[src/rtl/wb_frame_reader.sv]
// Wishbone classic read master that fetches one frame (32-bit header + ROWS*COLS 8-bit pixels) and streams pixels out.
// Latency: start -> header strobe 1 cycle, first pixel valid 3 cycles after start with zero-wait ack.
// Backpressure: o_vld/i_rdy handshake; output byte and flags hold while stalled, no bus read is issued until the buffered word drains.
module wb_frame_reader #(
   parameter int ADR_WIDTH = 15,
   parameter int ROWS      = 120,
   parameter int COLS      = 160
) (
   input  logic                 clk,
   input  logic                 rst,
   input  logic                 start,
   input  logic                 abort,
   input  logic [ADR_WIDTH-1:0] rd_addr_start,
   output logic [31:0]          o_timestamp,
   output logic                 o_ts_vld,
   output logic [7:0]           o_dat,
   output logic                 o_vld,
   input  logic                 i_rdy,
   output logic                 o_sof,
   output logic                 o_eol,
   output logic                 o_eof,
   output logic                 busy,
   output logic                 done,
   output logic                 m_wb_cyc,
   output logic                 m_wb_stb,
   output logic [ADR_WIDTH-1:0] m_wb_adr,
   output logic                 m_wb_we,
   input  logic [31:0]          m_i_wb_dat,
   input  logic                 m_wb_ack
);

   localparam int ROW_W = (ROWS > 1) ? $clog2(ROWS) : 1;
   localparam int COL_W = (COLS > 1) ? $clog2(COLS) : 1;

   typedef enum logic [1:0] {
      IDLE  = 2'd0,
      RD_TS = 2'd1,
      RD_PX = 2'd2,
      EMIT  = 2'd3
   } state_t;

   state_t               state_q;
   logic [ADR_WIDTH-1:0] adr_q;
   logic                 cyc_q;
   logic [31:0]          ts_q;
   logic                 ts_vld_q;
   logic [31:0]          buf_q;
   logic [1:0]           idx_q;
   logic [ROW_W-1:0]     row_q;
   logic [COL_W-1:0]     col_q;
   logic [7:0]           dat_q;
   logic                 vld_q;
   logic [2:0]           flags_q;   // {sof, eol, eof}
   logic                 done_q;

   // Next pixel position, next byte of the buffered word, and end-of-frame detect
   logic [ROW_W-1:0]     row_d;
   logic [COL_W-1:0]     col_d;
   logic [1:0]           idx_d;
   logic [7:0]           byte_d;
   logic                 col_last_d;
   logic                 frame_last_d;
   logic                 xfer_d;

   // Flags for the pixel at a given raster position
   function automatic logic [2:0] flags_at(input logic [ROW_W-1:0] r, input logic [COL_W-1:0] c);
      logic sof;
      logic eol;
      logic eof;
      sof = (r == '0) && (c == '0);
      eol = (c == COL_W'(COLS - 1));
      eof = eol && (r == ROW_W'(ROWS - 1));
      return {sof, eol, eof};
   endfunction

   // Raster advance and byte selection for the pixel that follows the current one
   always_comb begin
      col_last_d   = (col_q == COL_W'(COLS - 1));
      frame_last_d = col_last_d && (row_q == ROW_W'(ROWS - 1));
      col_d        = col_last_d ? '0 : col_q + COL_W'(1);
      row_d        = col_last_d ? row_q + ROW_W'(1) : row_q;
      idx_d        = idx_q + 2'd1;
      byte_d       = buf_q[{idx_d, 3'b000} +: 8];
      xfer_d       = vld_q && i_rdy;
   end

   // Frame sequencer: bus handshake, pixel emission and all registered outputs
   always_ff @(posedge clk or posedge rst) begin
      if (rst) begin
         state_q  <= IDLE;
         adr_q    <= '0;
         cyc_q    <= 1'b0;
         ts_q     <= '0;
         ts_vld_q <= 1'b0;
         buf_q    <= '0;
         idx_q    <= '0;
         row_q    <= '0;
         col_q    <= '0;
         dat_q    <= '0;
         vld_q    <= 1'b0;
         flags_q  <= '0;
         done_q   <= 1'b0;
      end else begin
         ts_vld_q <= 1'b0;
         done_q   <= 1'b0;
         case (state_q)
            IDLE: begin
               if (start) begin
                  adr_q   <= rd_addr_start;
                  row_q   <= '0;
                  col_q   <= '0;
                  idx_q   <= '0;
                  cyc_q   <= 1'b1;
                  state_q <= RD_TS;
               end
            end
            RD_TS: begin
               // Abort wins over a same-cycle ack; the header register keeps its old value
               if (abort) begin
                  cyc_q   <= 1'b0;
                  state_q <= IDLE;
               end else if (m_wb_ack) begin
                  ts_q     <= m_i_wb_dat;
                  ts_vld_q <= 1'b1;
                  adr_q    <= adr_q + ADR_WIDTH'(4);
                  state_q  <= RD_PX;
               end
            end
            RD_PX: begin
               if (abort) begin
                  cyc_q   <= 1'b0;
                  state_q <= IDLE;
               end else if (m_wb_ack) begin
                  buf_q   <= m_i_wb_dat;
                  idx_q   <= '0;
                  adr_q   <= adr_q + ADR_WIDTH'(4);
                  cyc_q   <= 1'b0;
                  dat_q   <= m_i_wb_dat[7:0];
                  vld_q   <= 1'b1;
                  flags_q <= flags_at(row_q, col_q);
                  state_q <= EMIT;
               end
            end
            EMIT: begin
               if (abort) begin
                  vld_q   <= 1'b0;
                  flags_q <= '0;
                  state_q <= IDLE;
               end else if (xfer_d) begin
                  col_q <= col_d;
                  row_q <= row_d;
                  if (idx_q == 2'd3) begin
                     // Word drained: fetch the next one, or finish if this was the last pixel
                     vld_q   <= 1'b0;
                     flags_q <= '0;
                     if (frame_last_d) begin
                        done_q  <= 1'b1;
                        state_q <= IDLE;
                     end else begin
                        cyc_q   <= 1'b1;
                        state_q <= RD_PX;
                     end
                  end else begin
                     // COLS is a multiple of 4, so a line never ends inside a word before byte 3
                     idx_q   <= idx_d;
                     dat_q   <= byte_d;
                     flags_q <= flags_at(row_d, col_d);
                  end
               end
            end
            default: begin
               cyc_q   <= 1'b0;
               vld_q   <= 1'b0;
               flags_q <= '0;
               state_q <= IDLE;
            end
         endcase
      end
   end

   assign m_wb_cyc    = cyc_q;
   assign m_wb_stb    = cyc_q;
   assign m_wb_we     = 1'b0;
   assign m_wb_adr    = adr_q;
   assign o_timestamp = ts_q;
   assign o_ts_vld    = ts_vld_q;
   assign o_dat       = dat_q;
   assign o_vld       = vld_q;
   assign o_sof       = flags_q[2];
   assign o_eol       = flags_q[1];
   assign o_eof       = flags_q[0];
   assign busy        = (state_q != IDLE);
   assign done        = done_q;

endmodule
[config.mk]
export PLATFORM = sky130hd
export DESIGN_NAME = wb_frame_reader
export DESIGN_NICKNAME = d
export VERILOG_FILES = /design/src/rtl/wb_frame_reader.sv
export SDC_FILE = /design/constraint.sdc
export NUM_CORES = 1
export LEC_CHECK = 0
export CAP_MARGIN = 20
export CORE_MARGIN = 2
export CORE_UTILIZATION = 53
export CTS_BUF_LIST = sky130_fd_sc_hd__clkbuf_4
export DETAILED_ROUTE_END_ITERATION = 8
export PLACE_DENSITY = 0.83
export SETUP_SLACK_MARGIN = 0.15
export SYNTH_ARGS = -nofsm -noshare
export SYNTH_HDL_FRONTEND = slang
export SYNTH_SLANG_ARGS = --single-unit
[constraint.sdc]
create_clock -name clk -period 5 [get_ports clk]
set_clock_uncertainty 0.05 [all_clocks]
set_input_delay 1 -clock clk [delete_from_list [all_inputs] [get_ports clk]]
set_output_delay 1 -clock clk [all_outputs]
set_load 0.01 [all_outputs]
==> impl_results.md <==
- Syn Nets: 589
- Largest net degree at the start of global routing: 47
- Fin. Hold Viols: 0
- #FFs+latches synth: 113
- Slowest CP cell: clkdlybuf4s50_1
- H-tree Lvls: 4
- Cell area power density: 584 nW/um^2
- Crit path DAT: 1.97 ns
- Setup-failing EPs final: 0
- Drt first pass iters: 6
- Slew margin rel.: 31.2%
- Vias in the first global route: 4624
- Critical path class: reg2out
- Worst R2R Path Depth: 5
- First-pass GRT wire length: 23300 um
- Clock buffer depth: 2
- Fin crit share: 60.3%
- Max Slew Vio Count: 0
- CP Capture Type: primary output
- Internal reg-to-reg setup slack: 2.01 ns
- Iteration-0 DRC Markers: 404
- Rows: 37
- Share of cells above drive strength 1: 18.1%
- FF-to-FF End: col_q[4]$_DFFE_PP0P_
- Mapped Cells: 523
- DR DRC count: 0
- Initial antenna violation count: 0
- Critical Path RT: 3.95 ns
- Cells on Worst Hold Path: 2
- Port buffer count: 116
- Net Sw Frac: 34.5%
- I/O pin total: 118
- WHS: 0.434 ns
- Area leader, netlist: dfrtp_1
- Routed wire length: 14200 um
- Clock power share: 19.4%
- Num CTS Buffers: 17
- Crit-path cells: inv_1 -> ha_1 -> inv_1 -> clkdlybuf4s50_1
- Cell variety after synth: 60
- Comb power frac: 44.6%
- RD Place Congestion: 0.936
- Ys flop type: dfrtp_1
- Max Cap Viol: 0
- Post-synth EDFFs: 0
- Crit-path max FO: 7
- Synth warn: 0
- Largest cells by area after synthesis: dfrtp_1 (49%), mux2_2 (13%), mux4_2 (3.1%)
- RR Startpoint: state_q[0]$_DFFE_PP0P_
- Leakage power: 3.06 nW
- Synth Area per Inst: 11.0 sq um
- Peak VDD IR: 0.373 mV
- Hold WC Path Type: reg2reg
- Post-DP HPWL: 10100 um
- Run status: finished, final reports clean
- Area Overhead vs Synth: 27.6%
- # diodes: 0
- Async set or reset register ratio after synthesis: 100%
- Critical path launch point type: flop
- Worst slew pin tran: 1.02 ns
- Hold Path Sink: m_wb_adr[1]$_DFFE_PP0P_
- Drt wl/cell: 18.3 um
- Synthesized cell area: 5730 sq um
- Min cycle time layout: 3.02 ns
- Nets: 695
- Die span in x: 108 um
- Share of the synthesized area in the top cell type: 49.3%
- Hold-fix buffers, CTS: 0
- Core Region: 10400 sq um
- Crit path launch: state_q[0]$_DFFE_PP0P_
- DR vias: 4548
- Crit-path leading delay family: buffers and inverters
- Unrepaired setup endpoints after global routing: false
- Sw Pwr: 1.48 mW
- Reg power frac: 35.9%
- Antenna Nets Post-Route: 0
- Hold Startpoint: m_wb_adr[1]$_DFFE_PP0P_
- GR Util All Layers: 25.9%
- CP peak stage delay: 0.54 ns
- Commonest cells post-synth: dfrtp_1 (113), mux2_2 (66), nand2_1 (38), o21ai_0 (33), a21oi_1 (31)
- Clk pin slew, worst setup/hold paths: 0.09 ns
- Die Ht: 108 um
- Worst-Skew Late Latency: 0.52 ns
- Most used cell, CP: inv_1
- P_int: 2.80 mW
- Initial Util: 55.1%
- CTS tree: done
- Buffers plus inverters on the worst setup path: 3
- Root buf cell: clkbuf_4
- Most common cell in the netlist: dfrtp_1
- Setup Fix Bufs, Post-CTS: 0
- Register area share after synthesis: 49.3%
- Post-cts resize count: 0
- Congestion Overflow GR: 0
- Max Fclk: 332 MHz
- Filler cells: 736
- Via density: 5.86
- Die area: 11700 sq um
- Total clock sinks: 113
- Final setup TNS: 0 ns
==> final cells by class <==
class	instances	area, sq um	area share [%]
Sequential cell	113	2830	38.6
Multi-Input combinational cell	356	2690	36.7
Timing Repair Buffer	123	1210	16.6
Clock inverter	12	215	2.94
Tap cell	136	170	2.32
Clock buffer	18	135	1.85
Inverter	18	70.1	0.957
==> registers in the layout, summed over array words and instances, names as in the netlist <==
name and cells:
o_dat 8, row_q 7, col_q 8, flags_q 3, o_ts_vld 1, buf_q 32, m_wb_adr 15, m_wb_cyc 1
done 1, o_timestamp 32, o_vld 1, idx_q 2, state_q 2
==> power by group through the flow <==
stage / Clock, mW / Combinational (mW) / Sequential (mW)
after global routing: 0.896 / 2.07 / 1.58
after CTS: 0.848 / 1.92 / 1.54
final: 0.830 / 1.91 / 1.54
after global placement: 0 / 1.83 / 1.52
after detailed placement: 0 / 1.90 / 1.55
after floorplan: 0 / 1.01 / 1.60
==> layer usage <==
metal	part of all wire [%]	wire length [um]	GRT usage, %
met5	0	0	0
met4	1.8	258	8.42
met3	9.1	1290	8.68
met2	48	6790	39.2
met1	41	5840	35.3
==> cell families (layout without fill, tap and decap cells) <==
| logic type | count (synthesis) | in the layout | share of synthesized area, % |
|---|---|---|---|
| buffers and inverters | 54 | 171 | 3.82 |
| and+or+nand+nor | 140 | 140 | 12.6 |
| adders and majority gates | 13 | 13 | 2.84 |
| muxes | 88 | 88 | 18.5 |
| xor gates and xnor gates | 8 | 8 | 1.22 |
| DFF | 113 | 113 | 49.3 |
| other | 1 | 1 | 0.0654 |
| AOI/OAI and AO/OA | 106 | 106 | 11.6 |
==> tightest hold or removal path, delay by kind of cell (launching register included) <==
kind | cells | cell delay [ns]
flip-flops | 1 | 0.35
AO/OA/AOI/OAI | 1 | 0.06
AND/OR/NAND/NOR | 1 | 0.04
==> cells in the final DEF (no fill, tap or decap), types with 4 or more instances in the layout <==
master and instances:
o21ai_0 33, nor3_1 11, and3_1 4, nor2_1 27, mux4_2 8, nand3_1 20, inv_1 17, nand2_1 38
clkdlybuf4s50_1 116, o31ai_1 4, nor2b_1 5, mux2i_1 14, mux2_2 66, ha_1 13, a31oi_1 6, dfrtp_1 113
clkbuf_4 18, bufinv_16 6, o22a_1 4, nand4_1 8, a21oi_1 31, xnor2_1 6, buf_4 7
==> stage by stage <==
step,util (%),std cells,setup slack [ns],total power [mW],instance area (sq um)
2_1_floorplan,-,523,0.963,2.60,5730
3_3_place_gp,66.9,746,1.96,3.35,6970
3_5_place_dp,66.9,746,1.87,3.45,6970
4_1_cts,70.3,776,1.93,4.30,7320
5_1_grt,70.3,776,1.84,4.55,7320
6_report,70.3,776,1.98,4.27,7320
==> how the worst max path moves through the flow <==
stage	to	cells past startpoint	slack, ns
2_1_floorplan	buf_q[0]$_DFFE_PP0P_	1	0.96
3_3_place_gp	col_q[5]$_DFFE_PP0P_	7	1.96
3_5_place_dp	col_q[5]$_DFFE_PP0P_	7	1.87
4_1_cts	busy	4	1.93
5_1_grt	col_q[4]$_DFFE_PP0P_	5	1.84
6_report	busy	4	1.98
Power figures use the tool's default switching activity.
